**src/rtl/nexys_starship_scoreboard.sv**
```systemverilog
// Scoreboard for the starship game: BCD repair score and survival seconds,
// freeze on game over, 8-digit seven-segment scan. Optional: NEXYS_STARSHIP_HISCORE_EN.
module nexys_starship_scoreboard #(
  parameter int unsigned TICK_DIV   = 100_000_000,
  parameter int unsigned SCAN_SHIFT = 14
) (
  input  logic        board_clk,
  input  logic        Reset,
  input  logic        play_flag,
  input  logic        gameover_ctrl,
  input  logic [3:0]  repair_pulse,
  output logic [15:0] score,
  output logic [15:0] seconds,
  output logic        frozen,
  output logic [7:0]  an,
  output logic [7:0]  cathodes
`ifdef NEXYS_STARSHIP_HISCORE_EN
  ,
  output logic [15:0] hiscore
`endif
);

  localparam int unsigned TICK_W = $clog2(TICK_DIV);
  localparam logic [TICK_W-1:0] TICK_LAST = TICK_W'(TICK_DIV - 1);
  localparam int unsigned SCAN_W = SCAN_SHIFT + 3;

  localparam logic [7:0] GLYPH_BLANK = 8'hFF;
  localparam logic [7:0] GLYPH_DASH  = 8'b1111_1101;

  typedef enum logic [1:0] {
    IDLE   = 2'd0,
    RUN    = 2'd1,
    FROZEN = 2'd2
  } state_t;

  state_t             state, next_state;
  logic               start, count_en, freeze;
  logic [TICK_W-1:0]  tick_cnt;
  logic               tick_wrap;
  logic               played;
  logic [SCAN_W-1:0]  scan_cnt;
  logic [2:0]         idx;
  logic [2:0]         pulse_cnt;
  logic [15:0]        upper_group;
  logic [15:0]        group;
  logic [1:0]         pos;
  logic [3:0]         digit;
  logic               blank;
  logic [7:0]         an_next;
  logic [7:0]         cathodes_next;

  // Adds inc (0..4) to a 4-digit BCD value with ripple carry; saturates at 9999.
  function automatic logic [15:0] bcd_add_sat(input logic [15:0] v, input logic [2:0] inc);
    logic [4:0]  d;
    logic [2:0]  c;
    logic [15:0] r;
    c = inc;
    r = '0;
    for (int i = 0; i < 4; i++) begin
      d = {1'b0, v[4*i +: 4]} + {2'b00, c};
      if (d > 5'd9) begin
        d = d - 5'd10;
        c = 3'd1;
      end else begin
        c = 3'd0;
      end
      r[4*i +: 4] = d[3:0];
    end
    return (c != 3'd0) ? 16'h9999 : r;
  endfunction

  // Active-low abcdefg segment table.
  function automatic logic [6:0] seg7(input logic [3:0] v);
    logic [6:0] s;
    unique case (v)
      4'h0: s = 7'b000_0001;
      4'h1: s = 7'b100_1111;
      4'h2: s = 7'b001_0010;
      4'h3: s = 7'b000_0110;
      4'h4: s = 7'b100_1100;
      4'h5: s = 7'b010_0100;
      4'h6: s = 7'b010_0000;
      4'h7: s = 7'b000_1111;
      4'h8: s = 7'b000_0000;
      4'h9: s = 7'b000_0100;
      4'hA: s = 7'b000_1000;
      4'hB: s = 7'b110_0000;
      4'hC: s = 7'b011_0001;
      4'hD: s = 7'b100_0010;
      4'hE: s = 7'b011_0000;
      4'hF: s = 7'b011_1000;
    endcase
    return s;
  endfunction

  // NOTE: sequential blocks use non-blocking (<=) so every register samples
  // pre-edge values; Reset is in the sensitivity list because it is asynchronous.
  always_ff @(posedge board_clk or posedge Reset) begin
    if (Reset) state <= IDLE;
    else       state <= next_state;
  end

  // NOTE: every output of this block is given a default first, so no path
  // through the case leaves a signal unassigned and no latch is inferred.
  always_comb begin
    next_state = state;
    start      = 1'b0;
    count_en   = 1'b0;
    freeze     = 1'b0;
    unique case (state)
      IDLE: begin
        if (play_flag && !gameover_ctrl) begin
          next_state = RUN;
          start      = 1'b1;
        end
      end
      RUN: begin
        if (gameover_ctrl) begin
          next_state = FROZEN;
          freeze     = 1'b1;
        end else begin
          count_en = 1'b1;
          if (!play_flag) next_state = IDLE;
        end
      end
      FROZEN: begin
        if (!play_flag && !gameover_ctrl) next_state = IDLE;
      end
      default: next_state = IDLE;
    endcase
  end

  assign frozen    = (state == FROZEN);
  assign tick_wrap = count_en && (tick_cnt == TICK_LAST);
  assign pulse_cnt = {2'b00, repair_pulse[0]} + {2'b00, repair_pulse[1]}
                   + {2'b00, repair_pulse[2]} + {2'b00, repair_pulse[3]};

  always_ff @(posedge board_clk or posedge Reset) begin
    if (Reset) begin
      tick_cnt <= '0;
      score    <= '0;
      seconds  <= '0;
      played   <= 1'b0;
    end else if (start) begin
      tick_cnt <= '0;
      score    <= '0;
      seconds  <= '0;
      played   <= 1'b1;
    end else if (count_en) begin
      tick_cnt <= tick_wrap ? '0 : tick_cnt + 1'b1;
      score    <= bcd_add_sat(score, pulse_cnt);
      if (tick_wrap) seconds <= bcd_add_sat(seconds, 3'd1);
    end
  end

`ifdef NEXYS_STARSHIP_HISCORE_EN
  // Packed valid BCD orders the same as its binary value, so a plain compare works.
  always_ff @(posedge board_clk or posedge Reset) begin
    if (Reset)                         hiscore <= '0;
    else if (freeze && score > hiscore) hiscore <= score;
  end

  assign upper_group = (state == FROZEN) ? hiscore : seconds;
`else
  assign upper_group = seconds;
`endif

  always_ff @(posedge board_clk or posedge Reset) begin
    if (Reset) scan_cnt <= '0;
    else       scan_cnt <= scan_cnt + 1'b1;
  end

  assign idx   = scan_cnt[SCAN_SHIFT+2:SCAN_SHIFT];
  assign group = idx[2] ? upper_group : score;
  assign pos   = idx[1:0];
  assign digit = group[{pos, 2'b00} +: 4];

  // A digit blanks when it and every higher digit of its group are zero.
  always_comb begin
    blank = 1'b0;
    unique case (pos)
      2'd3: blank = (group[15:12] == 4'd0);
      2'd2: blank = (group[15:8]  == 8'd0);
      2'd1: blank = (group[15:4]  == 12'd0);
      2'd0: blank = 1'b0;
    endcase
  end

  always_comb begin
    an_next = ~(8'h01 << idx);
    if (state == IDLE && !played)
      cathodes_next = GLYPH_DASH;
    else if (blank)
      cathodes_next = GLYPH_BLANK;
    else
      cathodes_next = {seg7(digit), ~(state == FROZEN && idx == 3'd0)};
  end

  // Anode and cathode share one register stage so they always switch together.
  always_ff @(posedge board_clk or posedge Reset) begin
    if (Reset) begin
      an       <= 8'hFF;
      cathodes <= 8'hFF;
    end else begin
      an       <= an_next;
      cathodes <= cathodes_next;
    end
  end

endmodule

```
**config.mk**
```make
export PLATFORM = sky130hd
export DESIGN_NAME = nexys_starship_scoreboard
export DESIGN_NICKNAME = d
export VERILOG_FILES = /design/src/rtl/nexys_starship_scoreboard.sv
export SDC_FILE = /design/constraint.sdc
export NUM_CORES = 1
export LEC_CHECK = 0
export BUFFER_PORTS_ARGS = -buffer_cell sky130_fd_sc_hd__buf_4
export CAP_MARGIN = 20
export CORE_MARGIN = 2
export CORE_UTILIZATION = 50
export CTS_BUF_LIST = sky130_fd_sc_hd__clkbuf_16
export DETAILED_ROUTE_END_ITERATION = 8
export PLACE_DENSITY = 0.69
export SLEW_MARGIN = 5
export SYNTH_ARGS = -nofsm -noshare
export SYNTH_HDL_FRONTEND = slang
export SYNTH_SLANG_ARGS = --single-unit
```
**constraint.sdc**
```tcl
create_clock -name board_clk -period 8.92 [get_ports board_clk]
set_clock_uncertainty 0.1 [all_clocks]
set_input_delay 0.446 -clock board_clk [delete_from_list [all_inputs] [get_ports board_clk]]
set_output_delay 0.446 -clock board_clk [all_outputs]
set_load 0.01 [all_outputs]
```
==> impl_metrics.sql <==
INSERT INTO impl_metrics (metric_group, metric, value, unit) VALUES
('outcome', 'outcome', 'finished, final reports clean', ''),
('die', 'floorplan.die_area', '12600', 'µm²'),
('detailed_routing', 'ant_nets', '0', ''),
('die', 'placeableCoreArea', '11400', 'µm²'),
('die', 'pin_count', '57', ''),
('layout', 'nets', '711', ''),
('layout', 'syn2layout_area_growth', '13.1', '%'),
('die', 'chipHeight', '112', 'µm'),
('sta', 'final_period_minus_worst_setup_slack', '7.27', 'ns'),
('clock_tree', 'cts_tree', 'yes', ''),
('sta', 'final.period_utilization', '0.815', ''),
('clock_tree', 'post_cts.repair.setup_buffers', '0', ''),
('placement', 'io_buffers', '56', ''),
('worst_setup_path', 'timing.critical_path.mode_cell', 'sky130_fd_sc_hd__ha_1', ''),
('layout', 'area_taken_by_multi_input_logic_gates', '3200', 'µm²'),
('power_and_ir_drop', 'cellPowerDensity', '156', 'nW/µm²'),
('synth', 'synth_compound_area_frac', '0.133', ''),
('clock_tree', 'number_of_h_tree_levels', '3', ''),
('global_route', 'number_of_antenna_violations_at_the_first_check_in_global_routing', '0', ''),
('worst_setup_path', 'cpMaxStageDelayCell', 'sky130_fd_sc_hd__dfrtp_1', ''),
('sta', 'hold_ws', '0.258', 'ns'),
('min_path', 'holdCritStartpoint', 'gameover_ctrl', ''),
('global_route', 'first_global_vias', '4636', ''),
('min_path', 'hold_end', 'state[1]', ''),
('detailed_routing', 'post_drt_wl_per_cell', '17.1', 'µm'),
('detailed_routing', 'routed-wl-met2', '6410', 'µm'),
('synth', 'netlist_area', '5860', 'µm²'),
('die', 'floorplan.initialDensity', '0.513', ''),
('min_path', 'hp-class', 'primary input to flop', ''),
('clock_tree', 'clock_latency', '0.35', 'ns'),
('synth', 'synth_edf_count', '0', ''),
('synth', 'synth_simple_gate_area_share', '0.207', ''),
('clock_tree', 'ctsLongestPathBuffers', '2', ''),
('layout', 'antenna_cell_count', '0', ''),
('sta', 'tightest_slew', '0.992', 'ns'),
('layout', 'drive_above_1_share', '0.151', ''),
('power_and_ir_drop', 'total_power', '1.03', 'mW'),
('detailed_routing', 'vias_per_cell', '5.85', ''),
('synth', 'ys_types', '67', ''),
('detailed_routing', 'routed-via-count', '4781', ''),
('power_and_ir_drop', 'power.ir.vdd_worst', '0.109', 'mV'),
('sta', 'setup_viol_count_final', '0', ''),
('detailed_routing', 'routed-wl-met3', '701', 'µm'),
('detailed_routing', 'initialDrtViolationCount', '382', ''),
('global_route', 'gr-total-overflow', '0', ''),
('detailed_routing', 'pre_antenna_drt_iters', '5', ''),
('clock_tree', 'cts_inserted_buffers', '9', ''),
('die', 'die_width', '112', 'µm'),
('global_route', 'grt_max_degree', '77', ''),
('synth', 'syn_area_per_cell', '9.28', 'µm²'),
('clock_tree', 'clock_tree_root_driver_cell', 'sky130_fd_sc_hd__clkbuf_16', ''),
('die', 'fp-row-count', '39', ''),
('sta', 'max_slew_margin', '0.338', ''),
('sta', 'maxClockFrequency', '138', 'MHz'),
('worst_setup_path', 'critPathBufInv', '0', ''),
('synth', 'synth-warning-count', '0', ''),
('worst_setup_path', 'criticalPathCategory', 'flop to flop', ''),
('layout', 'fill_cells', '1006', ''),
('synth', 'synth-main-ff-cell', 'sky130_fd_sc_hd__dfrtp_1', ''),
('placement', 'dp.final_hpwl', '10000', 'µm'),
('worst_setup_path', 'worst_r2r_startpoint', 'seconds[0]', ''),
('worst_setup_path', 'critPathTopFamily', 'adder cells', ''),
('sta', 'final-hold-violation-count', '0', ''),
('detailed_routing', 'drt_drc_violations_left', '0', ''),
('sta', 'rsz0062_at_grt', 'no', ''),
('synth', 'synth.ff_latch_count', '95', ''),
('min_path', 'min_delay_path_depth', '3', ''),
('worst_setup_path', 'worst-r2r-cell-count', '28', ''),
('synth', 'post_synthesis_net_count', '674', ''),
('synth', 'post_synth_mux_area_share', '0.0482', ''),
('detailed_routing', 'top_layer_used', 'met4', '');
worst max-delay path by stage:
stage / start / endpoint / slack, ns / depth (start not counted)
final: seconds[0] / seconds[14] / 1.65 / 28
after global routing: seconds[0] / seconds[14] / 1.01 / 29
after CTS: seconds[0] / seconds[14] / 1.75 / 28
after detailed placement: repair_pulse[0] / score[2] / 1.65 / 28
after global placement: repair_pulse[0] / score[2] / 1.77 / 28
after floorplan: seconds[0] / seconds[14] / 2.47 / 31
cell usage after synthesis (4+ instances only):
cell | n | area [µm²]
sky130_fd_sc_hd__xor2_1 | 21 | 184
sky130_fd_sc_hd__mux4_2 | 4 | 90.1
sky130_fd_sc_hd__or3_1 | 4 | 25.0
sky130_fd_sc_hd__nand3_1 | 35 | 175
sky130_fd_sc_hd__dfstp_2 | 16 | 420
sky130_fd_sc_hd__dfrtp_1 | 79 | 1980
sky130_fd_sc_hd__buf_2 | 9 | 45.0
sky130_fd_sc_hd__nand4_1 | 10 | 62.6
sky130_fd_sc_hd__nor3b_1 | 5 | 37.5
sky130_fd_sc_hd__xnor2_1 | 33 | 289
sky130_fd_sc_hd__a22oi_1 | 4 | 30.0
sky130_fd_sc_hd__nor4_1 | 8 | 50.1
sky130_fd_sc_hd__inv_1 | 35 | 131
sky130_fd_sc_hd__nor2_1 | 54 | 203
sky130_fd_sc_hd__a31oi_1 | 7 | 43.8
sky130_fd_sc_hd__o21ai_0 | 35 | 175
sky130_fd_sc_hd__nor2b_1 | 7 | 43.8
sky130_fd_sc_hd__nor3_1 | 11 | 55.1
sky130_fd_sc_hd__a21oi_1 | 31 | 155
sky130_fd_sc_hd__a22o_1 | 7 | 61.3
sky130_fd_sc_hd__and2_1 | 5 | 31.3
sky130_fd_sc_hd__nand2_1 | 57 | 214
sky130_fd_sc_hd__nand2b_1 | 8 | 50.1
sky130_fd_sc_hd__clkbuf_1 | 21 | 78.8
sky130_fd_sc_hd__nand3b_1 | 5 | 37.5
sky130_fd_sc_hd__o211ai_1 | 4 | 30.0
sky130_fd_sc_hd__o22ai_1 | 7 | 43.8
sky130_fd_sc_hd__ha_1 | 31 | 388
sky130_fd_sc_hd__and3_1 | 6 | 37.5
sky130_fd_sc_hd__mux2i_1 | 17 | 170
routing by layer:
layer | up-vias | track usage
met5 | - | 0
met4 | 0 | 0.0959
met3 | 24 | 0.0421
met2 | 140 | 0.361
met1 | 2298 | 0.322
li1 | 2319 | -
per-stage QoR:
stage	util	instance area (µm²)	cells	worst slack (ns)
CTS	0.581	6630	817	1.75
global placement	0.555	6340	800	1.77
global route	0.581	6630	817	1.01
finish	0.581	6630	817	1.65
detailed placement	0.555	6340	800	1.65
floorplan	-	5860	632	2.47
placed cells by master (no fill, tap or decap), drive strengths merged, types with 5 or more instances in the layout:
master | Yosys | final
a21oi | 31 | 31
a22o | 7 | 7
a31oi | 7 | 7
and2 | 5 | 5
and3 | 6 | 6
buf | 12 | 58
clkbuf | 21 | 9
dfrtp | 79 | 79
dfstp | 16 | 16
ha | 31 | 31
inv | 35 | 38
mux2i | 17 | 17
nand2 | 58 | 58
nand2b | 8 | 8
nand3 | 36 | 36
nand3b | 5 | 5
nand4 | 10 | 10
nor2 | 54 | 54
nor2b | 7 | 7
nor3 | 11 | 11
nor3b | 5 | 5
nor4 | 10 | 10
o21ai | 36 | 36
o22ai | 7 | 7
or3 | 5 | 5
xnor2 | 33 | 33
xor2 | 21 | 21
worst reg2reg max path, delay by kind of cell, from the launching register on:
| family | cells | cell delay [ns] |
|---|---|---|
| AND/OR/NAND/NOR | 4 | 0.78 |
| adder cells (fa/ha/maj) | 10 | 2.85 |
| AO/OA/AOI/OAI | 11 | 2.21 |
| flip-flops | 1 | 0.47 |
| XOR/XNOR | 3 | 0.79 |
cells by family after synthesis:
group	after synthesis
AOI/OAI and AO/OA	123
xor gates and xnor gates	54
adders and majority gates	34
buffers and inverters	68
DFF	95
muxes	23
and+or+nand+nor	235
sequential cells by signal, summed over array words and instances, names as in the netlist:
name and cells:
tick_cnt 27, scan_cnt 17, score 16, seconds 16, an 8, cathodes 8
state 2, played 1
timing repair:
action	CTS	global route
hold endpoints to repair	19	0
hold buffers	1	0
resized for setup	0	0
power breakdown:
part	internal [mW]	switching, mW	leakage, nW	total, mW
clock	0.214	0.166	0.151	0.380
combinational	0.0773	0.102	1.53	0.179
sequential	0.460	0.0157	1.25	0.476
final cells by class:
cell class,count,share of cell area
clock buffers,9,0.0339
well taps,143,0.0270
flip-flops and latches,95,0.361
repair buffers,59,0.0671
clock inverters,7,0.00886
inverters,35,0.0200
multi-input cells,469,0.482
No activity file was read; power rests on OpenSTA's default activity.
